**src/rtl/iot_event_arbiter_pkg.sv**
```systemverilog
// ---------------------------------------------------------------------------
// iot_pkg
// Purpose : shared constants for the IoT event arbiter slice.
// Contents: default device count, default counter widths and the default
//           round-robin pointer width derived from the device count.
// ---------------------------------------------------------------------------
package iot_pkg;

  localparam int N_DEV_DEF  = 8;
  localparam int CNT_W_DEF  = 8;
  localparam int DROP_W_DEF = 8;
  localparam int PTR_W      = $clog2(N_DEV_DEF);

endpackage

```
**src/rtl/iot_event_arbiter_rr.sv**
```systemverilog
// ---------------------------------------------------------------------------
// iot_rr_arbiter
// Purpose : purely combinational round-robin picker. Starting at ptr and
//           wrapping around, it selects the first asserted request.
// Ports   : req         - request vector, one bit per device
//           ptr         - index that has the highest priority this cycle
//           enable      - when low, nothing is granted
//           grant       - one-hot grant vector
//           grant_idx   - binary index of the granted device
//           grant_valid - a grant was issued
// ---------------------------------------------------------------------------
module iot_rr_arbiter
  import iot_pkg::*;
#(
  parameter int N  = N_DEV_DEF,
  parameter int PW = PTR_W
) (
  input  logic [N-1:0]  req,
  input  logic [PW-1:0] ptr,
  input  logic          enable,
  output logic [N-1:0]  grant,
  output logic [PW-1:0] grant_idx,
  output logic          grant_valid
);

  // The scan walks the priority offsets from lowest priority to highest.
  // Later hits overwrite earlier ones, so the device nearest to ptr wins.
  // This avoids building a double-width rotated vector.
  always_comb begin
    int idx;
    idx         = 0;
    grant       = '0;
    grant_idx   = '0;
    grant_valid = 1'b0;
    if (enable) begin
      for (int k = N - 1; k >= 0; k--) begin
        idx = int'(ptr) + k;
        if (idx >= N) idx = idx - N;
        if (req[PW'(idx)]) begin
          grant_valid = 1'b1;
          grant_idx   = PW'(idx);
        end
      end
      if (grant_valid) grant[grant_idx] = 1'b1;
    end
  end

endmodule

```
**src/rtl/iot_event_arbiter.sv**
```systemverilog
// ---------------------------------------------------------------------------
// iot_event_arbiter
// Purpose : collects on/off requests from N_DEV devices and serialises them,
//           one per cycle, into change/on_off events for the active-device
//           counter. A per-device shadow filters out redundant requests so
//           the counter only ever sees genuine transitions.
// Ports   : clk, rst_n (async, active low)
//           req_valid/req_on/req_ready - per-device request handshake
//           hold         - freezes arbitration; capture keeps running
//           change/on_off- registered event pulse and direction
//           dev_on       - shadow on/off state per device
//           active_count - number of devices currently on
//           drop_cnt     - saturating count of redundant requests
//           busy         - at least one request is pending
// ---------------------------------------------------------------------------
module iot_event_arbiter
  import iot_pkg::*;
#(
  parameter int N_DEV  = N_DEV_DEF,
  parameter int CNT_W  = CNT_W_DEF,
  parameter int DROP_W = DROP_W_DEF
) (
  input  logic              clk,
  input  logic              rst_n,
  input  logic [N_DEV-1:0]  req_valid,
  input  logic [N_DEV-1:0]  req_on,
  output logic [N_DEV-1:0]  req_ready,
  input  logic              hold,
  output logic              change,
  output logic              on_off,
  output logic [N_DEV-1:0]  dev_on,
  output logic [CNT_W-1:0]  active_count,
  output logic [DROP_W-1:0] drop_cnt,
  output logic              busy
);

  localparam int PW = $clog2(N_DEV);

  logic [N_DEV-1:0] pend;
  logic [N_DEV-1:0] pend_val;
  logic [N_DEV-1:0] capture;
  logic [N_DEV-1:0] grant;
  logic [PW-1:0]    ptr;
  logic [PW-1:0]    grant_idx;
  logic             grant_valid;
  logic             grant_val;
  logic             genuine;

  iot_rr_arbiter #(
    .N  (N_DEV),
    .PW (PW)
  ) u_rr (
    .req         (pend),
    .ptr         (ptr),
    .enable      (!hold),
    .grant       (grant),
    .grant_idx   (grant_idx),
    .grant_valid (grant_valid)
  );

  // A device can only be captured while its slot is empty, so capture and
  // grant never touch the same bit in one cycle.
  assign req_ready = ~pend;
  assign busy      = |pend;
  assign capture   = req_valid & ~pend;
  assign grant_val = pend_val[grant_idx];
  assign genuine   = grant_valid && (grant_val != dev_on[grant_idx]);

  // Request slots: the granted slot empties while newly captured slots
  // latch their requested state. A grant and a capture on different
  // devices both take effect on the same edge.
  always_ff @(posedge clk or negedge rst_n) begin
    if (!rst_n) begin
      pend     <= '0;
      pend_val <= '0;
    end else begin
      pend     <= (pend & ~grant) | capture;
      pend_val <= (pend_val & ~capture) | (req_on & capture);
    end
  end

  // The pointer moves just past the last winner, which bounds every
  // device's wait to N_DEV grant cycles.
  always_ff @(posedge clk or negedge rst_n) begin
    if (!rst_n) begin
      ptr <= '0;
    end else if (grant_valid) begin
      ptr <= (grant_idx == PW'(N_DEV - 1)) ? '0 : grant_idx + PW'(1);
    end
  end

  // Event generation. Only a real transition pulses change and moves the
  // shadow and the count, so active_count stays within 0..N_DEV. A
  // redundant grant is swallowed and tallied in drop_cnt, which saturates.
  always_ff @(posedge clk or negedge rst_n) begin
    if (!rst_n) begin
      change       <= 1'b0;
      on_off       <= 1'b0;
      dev_on       <= '0;
      active_count <= '0;
      drop_cnt     <= '0;
    end else begin
      change <= genuine;
      if (genuine) begin
        on_off            <= grant_val;
        dev_on[grant_idx] <= grant_val;
        if (grant_val) active_count <= active_count + CNT_W'(1);
        else           active_count <= active_count - CNT_W'(1);
      end else if (grant_valid && (drop_cnt != '1)) begin
        drop_cnt <= drop_cnt + DROP_W'(1);
      end
    end
  end

endmodule

```
**config.mk**
```make
export PLATFORM = sky130hd
export DESIGN_NAME = iot_event_arbiter
export DESIGN_NICKNAME = d
export VERILOG_FILES = /design/src/rtl/iot_event_arbiter_pkg.sv /design/src/rtl/iot_event_arbiter_rr.sv /design/src/rtl/iot_event_arbiter.sv
export SDC_FILE = /design/constraint.sdc
export NUM_CORES = 1
export LEC_CHECK = 0
export ABC_AREA = 0
export CAP_MARGIN = 30
export CORE_MARGIN = 2
export CORE_UTILIZATION = 55
export DETAILED_ROUTE_END_ITERATION = 16
export DONT_BUFFER_PORTS = 1
export PLACE_DENSITY = 0.72
export SKIP_CTS_REPAIR_TIMING = 1
export SLEW_MARGIN = 20
export SYNTH_ARGS = -nofsm -noshare
export SYNTH_HDL_FRONTEND = slang
export SYNTH_SLANG_ARGS = --single-unit
```
**constraint.sdc**
```tcl
create_clock -name clk -period 7.7 [get_ports clk]
set_clock_uncertainty 0.15 [all_clocks]
set_input_delay 1.54 -clock clk [delete_from_list [all_inputs] [get_ports clk]]
set_output_delay 1.54 -clock clk [all_outputs]
set_load 0.05 [all_outputs]
```
==> tab_implementation.tex <==
\begin{tabular}{lr}
\hline
Metric & Value \\
\hline
\multicolumn{2}{l}{\textbf{Status}} \\
Status & finished, final reports clean \\
\multicolumn{2}{l}{\textbf{Clock network}} \\
Clock slew seen by the registers of the worst setup and hold paths & 0.08 ns \\
Clock root buffer & clkbuf\_8 \\
Num CTS Buffers & 5 \\
Insertion delay of the later-clocked pin in the worst-skew pair & 0.30 ns \\
Max Root-Sink Buffers & 2 \\
CTS H-Tree Depth & 2 \\
TritonCTS clock tree & done \\
Sink count of the clock tree & 45 \\
\multicolumn{2}{l}{\textbf{Final layout}} \\
Filler cell count in the final layout & 559 \\
Final cell area excluding filler cells & 3820 sq um \\
Area Growth Syn to Fin & 2.07\% \\
Most frequent cells in the layout & dfrtp\_1 (45), nor2\_1 (34), nand2\_1 (23) \\
Net count of the finished layout & 379 \\
Share of post-route cells with drive strength above 1 & 17.9\% \\
Most common library cell in the layout ignoring fill and taps & dfrtp\_1 \\
Ant. Diodes & 0 \\
\multicolumn{2}{l}{\textbf{Synth}} \\
Number of instances in the synthesized netlist & 374 \\
Flops \& latches, synth & 45 \\
Flip-flop cell with the highest count after synthesis & dfrtp\_1 \\
Count of synthesis-stage warnings from yosys & 0 \\
Library cell occupying the most area in the post-synthesis netlist & dfrtp\_1 \\
Mapped Nets & 397 \\
Cell area after synthesis & 3740 sq um \\
Post-synth ARST share & 100\% \\
Synthesized area per cell & 10.0 sq um \\
Top cell type's share of synthesized area & 30.1\% \\
Synth unique cells & 75 \\
Sequential share of the synthesized area & 30.1\% \\
Area contributors post-synth & dfrtp\_1 (30\%), mux4\_2 (10\%), mux2i\_1 (4.6\%) \\
Number of synthesized flops with an enable pin & 0 \\
\multicolumn{2}{l}{\textbf{GRT}} \\
Largest net degree at the start of global routing & 46 \\
Global-route wire length before repair & 14.8 mm \\
Vias in the first global route & 2,882 \\
GRT Residual Overflow & 0 \\
Antenna violations before repair & 0 \\
Total global-route track usage & 25.4\% \\
\multicolumn{2}{l}{\textbf{Worst setup path}} \\
FF-to-FF End & active\_count[1] \\
Critical path capture point & active\_count[1] \\
Startpoint of the most critical setup path & ptr[0] \\
Largest delay contributor family on the critical path & multiplexers \\
Length in cells of the worst reg-to-reg path & 12 \\
Worst Setup Path Type & flop to flop \\
Number of buffer and inverter stages on the critical path & 1 \\
Crit Path Max Fanout & 21 \\
Startpoint types & flop \\
Reg2Reg Setup Slack & 2.08 ns \\
Arrival time at the worst endpoint & 5.66 ns \\
Worst path required time & 7.74 ns \\
Cell depth of the worst setup path & 12 \\
Master of the slowest instance on the critical path & ha\_1 \\
Cell-by-cell listing of the critical path & inv\_2 -> ha\_1 -> mux4\_2 -> a221o\_1 -> mux2i\_1 -> o31a\_1 -> nor2\_1 -> o41ai\_2 -> nand4b\_4 -> xnor2\_2 -> nand2\_1 -> mux2\_1 \\
Delay of the slowest critical-path stage & 0.87 ns \\
Launch point of the worst reg-to-reg path & ptr[0] \\
Worst Setup End Kind & flop \\
\multicolumn{2}{l}{\textbf{STA}} \\
Count of endpoints failing setup in the final report & 0 \\
Total count of hold-check failures in the final report & 0 \\
Final setup TNS & 0 ns \\
Setup repair after global routing missed its margin & no \\
Fmax achieved & 0.178 GHz \\
Final count of pins violating max slew & 0 \\
Transition time at the pin with the least slew margin & 0.968 ns \\
Max transition margin & 35.5\% \\
Share of the clock period used by the worst path after layout & 73.0\% \\
Final min period & 5.62 ns \\
\multicolumn{2}{l}{\textbf{Place}} \\
Post-DP HPWL & 6.70 mm \\
Quantity of I/O buffers inserted on ports & 0 \\
Placed instance area & 3670 sq um \\
GPL Wtd Cong & 0.914 \\
\multicolumn{2}{l}{\textbf{Route}} \\
Post-detailed-route via-to-cell ratio & 6.94 \\
Total iterations of the first detailed-routing run & 5 \\
Total length of routed wires & 9.17 mm \\
DRC errors left & 0 \\
Average wire per standard cell & 21.0 um \\
Total number of vias & 3,032 \\
Routed Antenna Nets & 0 \\
Detailed router's first-iteration violation count & 314 \\
\multicolumn{2}{l}{\textbf{Floorplan}} \\
Die Ht & 86.4 um \\
Starting Density & 56.0\% \\
Std-Cell Rows & 30 \\
Horizontal die dimension & 86.4 um \\
I/O pins & 54 \\
Core Area & 6680 sq um \\
DIE AREA & 7470 sq um \\
\multicolumn{2}{l}{\textbf{Min path}} \\
Worst min-delay path class & flop to flop \\
\multicolumn{2}{l}{\textbf{Run}} \\
Max-cap check violation count & 0 \\
\hline
\end{tabular}
[logic make-up after synthesis]
kind of cell,Yosys count,synth area share (%)
compound gates,97,21.8
xor+xnor,21,5.12
fa+ha+maj,4,1.34
buf+inv,48,7.09
flops,45,30.1
mux,47,18.8
simple gates,112,15.7
[cell type report]
cell class | instances | area [sq um] | area share (%)
multi-input cells | 281 | 2350 | 61.5
flip-flops and latches | 45 | 1130 | 29.5
well taps | 80 | 100 | 2.62
inverters | 19 | 71.3 | 1.87
clock buffers | 5 | 68.8 | 1.80
clock inverters | 3 | 65.1 | 1.70
repair buffers | 4 | 37.5 | 0.984
[synth_stat cells, types with 3 or more instances]
master,instances
a21boi_0,6
a21oi_1,11
a22o_1,4
a22oi_1,3
a31o_2,8
a31oi_1,5
and2_1,3
and3_1,5
buf_2,13
buf_6,8
clkbuf_1,5
dfrtp_1,45
ha_1,4
inv_1,17
mux2_1,5
mux2_2,7
mux2i_1,17
mux4_2,17
nand2_1,23
nand2b_1,8
nand3_1,13
nand4_1,3
nor2_1,34
nor3_1,7
nor4_1,4
o2111ai_1,3
o211ai_1,3
o21a_1,3
o21ai_0,6
o221ai_1,4
o31ai_1,3
xnor2_1,12
xor2_1,8
[per-layer routing]
layer | GRT usage (%) | share of wire (%) | vias up
met5 | 0 | 0 | -
met4 | 10.7 | 3.0 | 0
met3 | 5.24 | 6.8 | 30
met2 | 41.8 | 50 | 143
met1 | 32.7 | 41 | 1476
li1 | - | - | 1383
[metrics by stage]
stage | utilization [%] | instances | setup WS (ns) | hold WS, ns
2_1_floorplan | - | 374 | 2.76 | 0.365
3_3_place_gp | 54.9 | 428 | 1.63 | 0.467
3_5_place_dp | 54.9 | 428 | 1.41 | 0.456
4_1_cts | 56.9 | 436 | 1.39 | 0.470
5_1_grt | 57.1 | 437 | 1.73 | 0.501
6_report | 57.1 | 437 | 2.08 | 0.478
[worst min-delay path by stage]
stage | cells after the start | start | end
5_1_grt | 2 | flop | dev_on[3]
4_1_cts | 2 | flop | dev_on[3]
3_5_place_dp | 2 | flop | dev_on[3]
2_1_floorplan | 2 | flop | dev_on[6]
6_report | 2 | flop | dev_on[3]
3_3_place_gp | 2 | flop | dev_on[3]
[worst register-to-register path: stages, from the launching register on]
cell	delay (ns)
dfrtp_1	0.52
inv_2	0.24
ha_1	0.87
mux4_2	0.61
a221o_1	0.45
mux2i_1	0.20
o31a_1	0.41
nor2_1	0.51
o41ai_2	0.12
nand4b_4	0.27
xnor2_2	0.58
nand2_1	0.25
mux2_1	0.35
Power is not shown: default switching activity piles up to over one toggle a cycle in this logic, so the estimate is an artifact.
